$ cat src/rtl/shift_gather.sv
// Serial-to-parallel frame gatherer: shifts WIDTH-bit bytes into a DEPTH-lane frame
// and holds the completed frame until the consumer takes it.
module shift_gather #(
   parameter int unsigned WIDTH = 8,
   parameter int unsigned DEPTH = 32
) (
   input  logic                     clk_i,
   input  logic                     rst_ni,
   input  logic [WIDTH-1:0]         in_byte_i,
   input  logic                     in_valid_i,
   output logic                     in_ready_o,
   input  logic                     flush_i,
   output logic [WIDTH*DEPTH-1:0]   frame_o,
   output logic                     frame_valid_o,
   input  logic                     frame_ready_i,
   output logic [$clog2(DEPTH):0]   level_o,
   output logic                     overrun_o
);

   localparam int unsigned LvlW = $clog2(DEPTH) + 1;
   localparam logic [LvlW-1:0] LastLvl = LvlW'(DEPTH - 1);

   typedef enum logic {StCollect, StHold} state_e;

   state_e                   state_q, state_d;
   logic [WIDTH*DEPTH-1:0]   frame_q, frame_d;
   logic [LvlW-1:0]          level_q, level_d;
   logic                     overrun_q, overrun_d;
   logic                     in_ready;
   logic                     accept;

   assign accept = in_valid_i & in_ready;

   // State register
   always_ff @(posedge clk_i or negedge rst_ni) begin
      if (!rst_ni) begin
         state_q <= StCollect;
      end else begin
         state_q <= state_d;
      end
   end

   // Next-state logic; flush overrides everything
   always_comb begin
      state_d = state_q;
      unique case (state_q)
         StCollect: if (accept && (level_q == LastLvl)) state_d = StHold;
         StHold:    if (frame_ready_i) state_d = StCollect;
         default:   state_d = StCollect;
      endcase
      if (flush_i) state_d = StCollect;
   end

   // Outputs depend on state only; ready is held low while reset is asserted
   always_comb begin
      in_ready      = (state_q == StCollect) & rst_ni;
      frame_valid_o = (state_q == StHold);
   end

   assign in_ready_o = in_ready;
   assign frame_o    = frame_q;
   assign level_o    = level_q;
   assign overrun_o  = overrun_q;

   always_comb begin
      frame_d   = frame_q;
      level_d   = level_q;
      overrun_d = overrun_q | (in_valid_i & ~in_ready);
      if (flush_i) begin
         frame_d   = '0;
         level_d   = '0;
         overrun_d = 1'b0;
      end else if (accept) begin
         frame_d = {frame_q[WIDTH*(DEPTH-1)-1:0], in_byte_i};
         level_d = level_q + LvlW'(1);
      end else if ((state_q == StHold) && frame_ready_i) begin
         // Release keeps the old contents visible but marks the frame empty
         level_d = '0;
      end
   end

   always_ff @(posedge clk_i or negedge rst_ni) begin
      if (!rst_ni) begin
         frame_q   <= '0;
         level_q   <= '0;
         overrun_q <= 1'b0;
      end else begin
         frame_q   <= frame_d;
         level_q   <= level_d;
         overrun_q <= overrun_d;
      end
   end

endmodule

$ cat config.mk
export PLATFORM = sky130hd
export DESIGN_NAME = shift_gather
export DESIGN_NICKNAME = d
export VERILOG_FILES = /design/src/rtl/shift_gather.sv
export SDC_FILE = /design/constraint.sdc
export NUM_CORES = 1
export LEC_CHECK = 0
export BUFFER_PORTS_ARGS = -buffer_cell sky130_fd_sc_hd__buf_2
export CORE_MARGIN = 2
export CORE_UTILIZATION = 50
export DETAILED_ROUTE_END_ITERATION = 10
export PLACE_DENSITY = 0.77
export SLEW_MARGIN = 15
export SYNTH_ARGS = -nofsm -noshare
export SYNTH_HDL_FRONTEND = slang
export SYNTH_SLANG_ARGS = --single-unit
$ cat constraint.sdc
create_clock -name clk_i -period 2.5 [get_ports clk_i]
set_clock_uncertainty 0.1 [all_clocks]
set_input_delay 0.5 -clock clk_i [delete_from_list [all_inputs] [get_ports clk_i]]
set_output_delay 0.5 -clock clk_i [all_outputs]
set_load 0.02 [all_outputs]
==> Word level (Yosys, flattened, before mapping) <==
Cells that the tools add are included.
{ "op_classes": {"eq_ne": 1, "n_bitwise": 6, "n_addsub": 1, "n_reduce_logical": 4, "muxes": 10} }
{ "ops": {"columns": ["op", "count"], "rows": [
  ["256-bit 2-to-1 mux", 2],
  ["6-bit 2-to-1 mux", 3],
  ["6-bit by 1-bit adder with 6-bit output, second input constant", 1],
  ["6-bit by 5-bit equality test with 1-bit output, second input constant", 1],
  ["1-bit 2-to-1 mux", 4],
  ["1-bit AND", 3],
  ["3-bit nonzero test", 1],
  ["1-bit logical AND", 2],
  ["1-bit NOT", 2],
  ["1-bit one-hot mux with 2 select lines", 1],
  ["2-bit nonzero test", 1],
  ["1-bit bitwise OR", 1]
]} }
{ "word_totals": {"out_inout_bits": 265, "word_cells": 26, "reg_bits": 264} }

==> Longest topological paths before layout <==
Gate-level depths: netlist of run 1.
{ "logic_depth": {"ltp_word": 7, "ltp_mapped": 6, "depth_no_buf": 4} }

==> Worst setup path after synthesis of run 1 <==
No wires, ideal clock.
{ "synth_timing": {"path_kind": "register to register", "start": "register state_q (netlist: frame_valid_o)", "end": "register frame_q[100] (netlist: frame_o[100])", "path_slack_ns": 0.865, "stages_incl_launch_ff": 7, "path_buffers": 2, "arrival_ns": 1.414, "required_time_ns": 2.279, "cell_sequence": "dfrtp_1 -> nand2b_1 -> inv_2 -> a21oi_4 -> buf_4 -> buf_2 -> a22o_1"} }
{ "synth_via": {"elab_chain_cells": 4} }
{ "synth_rtl": {"columns": ["item", "line", "source"], "rows": [
  ["start, declared", "25", "state_e state_q, state_d;"],
  ["start signal, assigned", "37", "state_q <= StCollect;"],
  ["start signal, assigned", "39", "state_q <= state_d;"],
  ["1-bit NOT", null, null],
  ["1-bit AND", "56", "in_ready = (state_q == StCollect) & rst_ni;"],
  ["via in_ready_o", "11", "output logic in_ready_o,"],
  ["1-bit AND", "32", "assign accept = in_valid_i & in_ready;"],
  ["2-bit nonzero test (no source line)", null, null],
  ["end signal, assigned", "88", "frame_q <= frame_d;"],
  ["end, declared", "26", "logic [WIDTH*DEPTH-1:0] frame_q, frame_d;"]
]} }
The timed path passes the listed nets, and every way through them passes these cells.
A chain may end at the register's enable or synchronous reset.

==> Final worst setup path of run 1 <==
{ "layout_timing": {"start": "input rst_ni", "end": "output in_ready_o"} }
{ "layout_via": {"elab_chain_cells": 1} }
{ "layout_rtl": {"columns": ["item", "line", "source"], "rows": [
  ["start, declared", "8", "input logic rst_ni,"],
  ["1-bit AND", "56", null],
  ["end, declared", "11", null]
]} }
Every way passes these cells.

==> flow_summary.ini, run 1 <==
[cells_and_area]
finalNonFillerCells = 1123
fin_util_pct = 63.0
fin_area_um2 = 11800
drive_above_1_share_pct = 37.0
fill_cells = 1401
nets = 885
syn2layout_area_growth_pct = 23.3

[routing]
routedWlPerCell_um = 19.9
drc = 0
first_pass_iters = 4
drt-initial-drc-count = 401
vias_per_cell = 5.85
antenna_left = 0
via_count = 6566
wirelength_um = 22400

[placement]
placedCellCount = 1075
hpwl_um = 14300
placed_cell_area_um2 = 10900
portBuffers = 277
gp_congestion = 0.760

[synthesis]
synthDistinctLibCells = 29
yosysTopAreaCellShare_pct = 69.2
ys_seq_area_share_pct = 69.2
yosys_most_used_dff = dfrtp_1
synth_cells = 612
synth_fp_nets = 626
synth_most_common_cell = dfrtp_1
synth.yosys.warnings = 0
synthArstFlopShare_pct = 100
synth-seq-cells = 264
synth_top_cell_by_area = dfrtp_1
synthTopCellsByCount = dfrtp_1, a22o_1, buf_6
avgSynthCellArea_um2 = 15.6
yosys-top-cells-area = dfrtp_1, a22o_1, buf_6
synth_area_um2 = 9550
synth-edff-count = 0

[timing]
rsz0062_at_grt = false
worst_pin_slew_ns = 1.00
period_minus_slack_ns = 2.22
maxSlewHeadroom_pct = 33.1
fmax_ghz = 0.450
whs_ns = 0.0953
finalMaxSlewViolations = 0
setup_violations = 0
min_period_over_period_pct = 89.0
final_hold_viol_count = 0
setup_tns_ns = 0

[clock_network]
cts_made_buffers = 27
cts.reportedPaths.clkPinSlew_ns = 0.06
cts_tree = yes
h-tree-depth = 1
cts_num_sinks = 264
root_buffer = clkbuf_16
clockBufferDepth = 3
insertion_delay_ns = 0.53

[global_routing]
grt_usage_pct = 21.7
gr-usage-met3_pct = 5.32
grt_pass1_vias = 6378
met2_usage_pct = 32.6
met1_usage_pct = 31.0
overflow = 0
antenna_found_initial = 1
grt_pass1_wl_um = 35200
grt_start_max_net_pins = 193
top_usage_layer = met2

[power_and_ir_drop]
ir_drop_mv = 0.513
p_leak_nw = 6.56
power_density_nw_per_um2 = 709

[critical_path]
crit_arrival_ns = 1.62
start_kind = primary input
crit_path_end_kind = output port
required_ns = 1.90
path_class = primary input to output port
critPathMaxFanout = 12

[floorplan]
start_util_pct = 51.1
io-pin-count = 278
core_area_um2 = 18700
die_w_um = 142
die-area_um2 = 20200
fp.dieH_um = 142
num_rows = 50

[run]
maxCapViolCount = 0

[status]
status = complete, no violations

[hold_path]
worst_hold_path_type = primary input to flop
[cell usage in the layout (no fill, tap or decap), drive strengths merged]
cell type	netlist	final
a21oi	4	4
a22o	256	256
a22oi	1	1
a2bb2oi	1	1
a32o	1	1
and4bb	1	1
buf	53	286
clkbuf	4	40
clkinv	0	4
clkinvlp	0	1
dfrtp	264	264
diode	0	1
dlygate4sd3	0	1
ha	1	1
inv	2	3
mux2i	1	1
nand2	2	2
nand2b	2	2
nand3	7	7
nand3b	1	1
nand4b	1	1
nand4bb	1	1
nor2	1	1
o211ai	1	1
o21ai	3	3
or3	2	2
or4	1	1
xor2	1	1
[per-stage QoR]
stage                     setup slack [ns]  total power [mW]
after detailed placement             0.537              4.69
after global routing                 0.219              8.64
after CTS                            0.249              8.44
final                                0.275              8.34
after global placement               0.585              4.68
after floorplan                      0.865              4.56
[state kept, by name, summed over array words and instances, names as in the netlist]
name,flops
frame_valid_o,1
level_o,6
overrun_o,1
frame_o,256
[where the power goes]
group	internal [mW]	switching, mW
Combinational	0.0609	0.248
Clock	2.18	1.56
Sequential	4.29	0.0103
[kinds of logic after synthesis]
logic type	Yosys count	share of synthesized area [%]
adders and majority gates	1	0.131
AOI/OAI and AO/OA	267	24.3
DFF	264	69.2
buffers and inverters	59	4.93
and+or+nand+nor	19	1.24
xor gates and xnor gates	1	0.0917
muxes	1	0.105
[what timing repair did]
action	in CTS	in global routing
hold buffers	1	0
resized for setup	0	0
buffers inserted	0	0
endpoints found under the hold margin	5	0
[cell type report]
cell class                 count  area (um^2)  area share, %
sequential                   264         6610           56.1
inverter                       2         7.51         0.0637
timing repair buffer         287         1560           13.3
antenna                        1         2.50         0.0212
multi-input combinational    289         2480           21.0
clock inverter                 6         36.3          0.308
clock buffer                  40          795           6.75
tap                          234          293           2.49
[per-layer routing]
layer	routed length [um]	part of all wire [%]
met5	0	0
met4	684	3.1
met3	1640	7.3
met2	10400	47
met1	9620	43
[worst paths after layout]
kind | startpoint | end | slack (ns) | cells past startpoint
worst max-delay path | rst_ni | in_ready_o | 0.28 | 5
worst min register to register | frame_o[252] | frame_o[252] | 0.40 | 1
min in group asynchronous | rst_ni | frame_valid_o | 0.29 | 2
max in group asynchronous | rst_ni | frame_o[49] | 0.80 | 3
worst max register to register | frame_valid_o | frame_o[45] | 0.67 | 6
worst min-delay path | in_byte_i[6] | frame_o[6] | 0.1 | 2
[worst max-delay path, stage by stage]
cell and delay [ns]:
dlygate4sd3_1 0.59, buf_8 0.16, nand2b_1 0.09, inv_2 0.09, buf_2 0.19
Note: power is estimated with default switching activity, not from simulation.
==> run 2: changes to the inputs <==
CORE_UTILIZATION = 55   (was 50)
PLACE_DENSITY = 0.84   (was 0.77)
==> flow_summary.ini, run 2 (same netlist as run 1, synthesis figures left out) <==
[timing]
fmax_ghz = 0.447
finalMaxSlewViolations = 0
layout_setup_ws_ns = 0.263
maxSlewHeadroom_pct = 40.8
worst_pin_slew_ns = 0.888
final_hold_viol_count = 0
setup_violations = 0
whs_ns = 0.0953
rsz0062_at_grt = false
setup_tns_ns = 0
min_period_over_period_pct = 89.5
period_minus_slack_ns = 2.24

[power_and_ir_drop]
p_int_mw = 6.59
power_density_nw_per_um2 = 717
ir_drop_mv = 0.472
clockPowerShare_pct = 45.6
total_power_mw = 8.45
p_switching_mw = 1.86
seq_power_share_pct = 50.8
p_leak_nw = 6.58
p_comb_share_pct = 3.6
switching_share_pct = 22.1

[cells_and_area]
final_cell_mix = buf_2, dfrtp_1, a22o_1, clkbuf_16, clkinv_2
multi_input_area_um2 = 2480
syn2layout_area_growth_pct = 23.4
fill_cells = 1211
largest_register_ffs = 256
fin_area_um2 = 11800
fin_util_pct = 68.8
drive_above_1_share_pct = 37.5
nets = 886
finalNonFillerCells = 1116
final_common_cell = buf_2
seqCellArea_um2 = 6610

[floorplan]
die_w_um = 136
start_util_pct = 55.8
core_area_um2 = 17100
fp.dieH_um = 136
io-pin-count = 278
num_rows = 48
die-area_um2 = 18400

[critical_path]
crit_path_end_kind = output port
critPathMaxFanout = 10
start_kind = primary input
critPathMaxStageDelay_ns = 0.61
crit_cells = 5
slowest_stage = dlygate4sd3_1
path_class = primary input to output port
required_ns = 1.90
ff2ff_path_depth = 5
crit_arrival_ns = 1.64
crit_family = buffers and inverters
path_cells = dlygate4sd3_1 -> buf_8 -> nand2b_1 -> inv_2 -> buf_2
cp_num_buf_inv = 4

[routing]
wirelength_um = 23100
routedWlPerCell_um = 20.7
via_count = 6757
first_pass_iters = 4
antenna_left = 0
drt-initial-drc-count = 427
drc = 0
vias_per_cell = 6.05

[global_routing]
overflow = 0
antenna_found_initial = 2
grt_pass1_wl_um = 35500
grt_usage_pct = 24.2
grt_start_max_net_pins = 171
grt_pass1_vias = 6315

[placement]
placed_cell_area_um2 = 10900
gp_congestion = 0.813
hpwl_um = 14700
placedCellCount = 1067
pre_cts_ws_ns = 0.521
portBuffers = 277

[clock_network]
h-tree-depth = 1
cts_tree = yes
root_buffer = clkbuf_16
clockBufferDepth = 3
cts_made_buffers = 27
cts_num_sinks = 264
insertion_delay_ns = 0.52
cts.reportedPaths.clkPinSlew_ns = 0.06
post_cts_resized = 0

[run]
maxCapViolCount = 0

[hold_path]
worst_hold_path_type = primary input to flop
whs_path_depth = 2

[status]
status = complete, no violations
run 2: final cells by class:
cell class              instances  area share, %
multi-input cells             289           21.0
diodes                          1         0.0212
inverters                       2         0.0637
flip-flops and latches        264           56.1
clock buffers                  32           6.06
repair buffers                288           13.2
well taps                     225           2.39
clock inverters                15           1.18
run 2: power groups by stage:
stage | clock [mW] | combinational, mW | sequential (mW)
after floorplan | 0 | 0.176 | 4.39
after global placement | 0 | 0.304 | 4.37
after detailed placement | 0 | 0.307 | 4.37
after CTS | 3.92 | 0.309 | 4.30
after global routing | 4.10 | 0.340 | 4.30
final | 3.85 | 0.304 | 4.30
run 2: path summary, 6_finish.rpt:
path                          startpoint           end  slack, ns
min in group asynchronous         rst_ni    level_o[1]       0.31
max reg2reg                frame_valid_o  frame_o[119]       0.61
min reg2reg                 frame_o[254]  frame_o[254]       0.40
max                               rst_ni    in_ready_o       0.26
min                         in_byte_i[3]    frame_o[3]        0.1
max in group asynchronous         rst_ni   frame_o[23]       0.47
run 2: per-layer routing:
layer	global-route usage, %	part of all wire (%)
met1	35.0	42
met2	37.4	48
met3	5.95	8.4
met4	6.25	1.7
met5	0	0.056
run 2: timing repair:
item | CTS | global route
hold endpoints to repair | 35 | 0
setup endpoints to repair | 0 | 0
setup buffers | 0 | 0
hold buffers | 1 | 0
run 2: worst register-to-register path: stages (launching register included):
cell and delay, ns:
dfrtp_1 0.44, nand2b_1 0.17, inv_2 0.06, a21oi_4 0.27, buf_4 0.50, a22o_1 0.27
==> run 3: changes to the inputs <==
CELL_PAD_IN_SITES_DETAIL_PLACEMENT = 1   (was unset)
CELL_PAD_IN_SITES_GLOBAL_PLACEMENT = 2   (was unset)
CORE_UTILIZATION = 38   (was 55)
PLACE_DENSITY = unset   (was 0.84)
PLACE_DENSITY_LB_ADDON = 0.1   (was unset)
==> flow_summary.ini, run 3 (same netlist as run 1, synthesis figures left out) <==
[clock_network]
cts_num_sinks = 264
h-tree-depth = 1
cts_tree = yes
clockBufferDepth = 3
post_cts_resized = 0
cts.reportedPaths.clkPinSlew_ns = 0.06
cts_made_buffers = 30
postCtsSetupRepairBufs = 0
cts_hold_buf = 0
insertion_delay_ns = 0.53
root_buffer = clkbuf_16

[power_and_ir_drop]
p_switching_mw = 1.92
p_comb_share_pct = 3.5
p_int_mw = 6.88
clockPowerShare_pct = 47.7
p_leak_nw = 6.61
ir_drop_mv = 0.344
switching_share_pct = 21.8
power_density_nw_per_um2 = 734
seq_power_share_pct = 48.9

[global_routing]
grt_start_max_net_pins = 199
gr-usage-met3_pct = 5.30
grt_usage_pct = 18.7
grt_pass1_vias = 6774
overflow = 0
met2_usage_pct = 29.7
met1_usage_pct = 25.4
top_usage_layer = met2
antenna_found_initial = 1
grt_pass1_wl_um = 39700

[timing]
final_hold_viol_count = 0
setup_tns_ns = 0
finalMaxSlewViolations = 0
maxSlewHeadroom_pct = 31.6
min_period_over_period_pct = 82.3
period_minus_slack_ns = 2.06
rsz0062_at_grt = false
setup_violations = 0
worst_pin_slew_ns = 1.03
fmax_ghz = 0.486

[critical_path]
path_cells = nand2b_1 -> inv_2 -> buf_2
critPathMaxFanout = 8
critPathMaxStageDelay_ns = 0.45
slowest_stage = dfrtp_1
required_ns = 1.90
crit_path_end_kind = output port
path_class = flop to output port
crit_arrival_ns = 1.46
cp_num_buf_inv = 2
crit_family = flip-flops
start_kind = flop

[cells_and_area]
final_common_cell = buf_2
fill_cells = 2562
largest_register_ffs = 256
drive_above_1_share_pct = 37.0
syn2layout_area_growth_pct = 25.5
multi_input_area_um2 = 2480
seqCellArea_um2 = 6610
fin_util_pct = 48.1
final_cell_mix = buf_2, dfrtp_1, a22o_1, clkbuf_16, clkbuf_1
fin_area_um2 = 12000
nets = 885

[floorplan]
start_util_pct = 38.4
core_area_um2 = 24900
num_rows = 58
fp.dieH_um = 163
die-area_um2 = 26400
die_w_um = 163
io-pin-count = 278

[placement]
gp_congestion = 0.758
portBuffers = 277
placed_cell_area_um2 = 11000
hpwl_um = 16200

[routing]
drc = 0
drt-initial-drc-count = 472
routedWlPerCell_um = 20.7
first_pass_iters = 4
antenna_left = 0
vias_per_cell = 5.37
via_count = 6565
wirelength_um = 25400

[hold_path]
worst_hold_path_type = primary input to async pin

[status]
status = complete, no violations

[run]
maxCapViolCount = 0
==> run 3: path summary, 6_finish.rpt <==
| path | startpoint | end | slack [ns] | cells past startpoint |
|---|---|---|---|---|
| max in group asynchronous | rst_ni | frame_o[156] | 1.47 | 2 |
| hold reg to reg | frame_o[254] | frame_o[254] | 0.40 | 1 |
| hold / removal | rst_ni | frame_valid_o | 0.08 | 2 |
| setup / recovery | frame_valid_o | in_ready_o | 0.44 | 3 |
| setup reg to reg | frame_valid_o | frame_o[142] | 0.55 | 5 |
| min in group clk_i | in_byte_i[6] | frame_o[6] | 0.09 | 2 |
==> run 3: per-layer routing <==
layer	routed length, um	vias to the layer above
met5	0	-
met4	475	0
met3	1960	33
met2	12000	202
met1	10900	3429
li1	-	2901
==> run 3: layout make-up <==
class                           count  share of cell area [%]
Antenna cell                        1                  0.0209
Tap cell                          330                    3.45
Timing Repair Buffer              284                    12.7
Multi-Input combinational cell    289                    20.7
Sequential cell                   264                    55.1
Inverter                            2                  0.0627
Clock buffer                       46                    7.44
Clock inverter                      6                   0.512
==> run 3: worst reg2reg max path: cells and delay by family, from the launching register on <==
family,cells,cell delay [ns]
compound gates,2,0.67
simple gates,1,0.17
buf+inv,2,0.48
flops,1,0.45
==> run 3: stage by stage <==
stage | total power [mW] | setup WS [ns] | cells | hold slack [ns]
6_report | 8.79 | 0.443 | 1222 | 0.0841
5_1_grt | 9.15 | 0.366 | 1222 | 0.0724
4_1_cts | 8.93 | 0.416 | 1221 | 0.0638
3_5_place_dp | 4.69 | 0.510 | 1169 | 0.385
3_3_place_gp | 4.68 | 0.588 | 1169 | 0.387
2_1_floorplan | 4.56 | 0.865 | 612 | 0.104
==> run 3: power groups by stage <==
stage | clock network [mW] | registers [mW] | logic [mW]
after global routing | 4.52 | 4.30 | 0.340
after floorplan | 0 | 4.39 | 0.176
final | 4.19 | 4.30 | 0.304
after detailed placement | 0 | 4.37 | 0.313
after CTS | 4.32 | 4.30 | 0.315
after global placement | 0 | 4.37 | 0.302
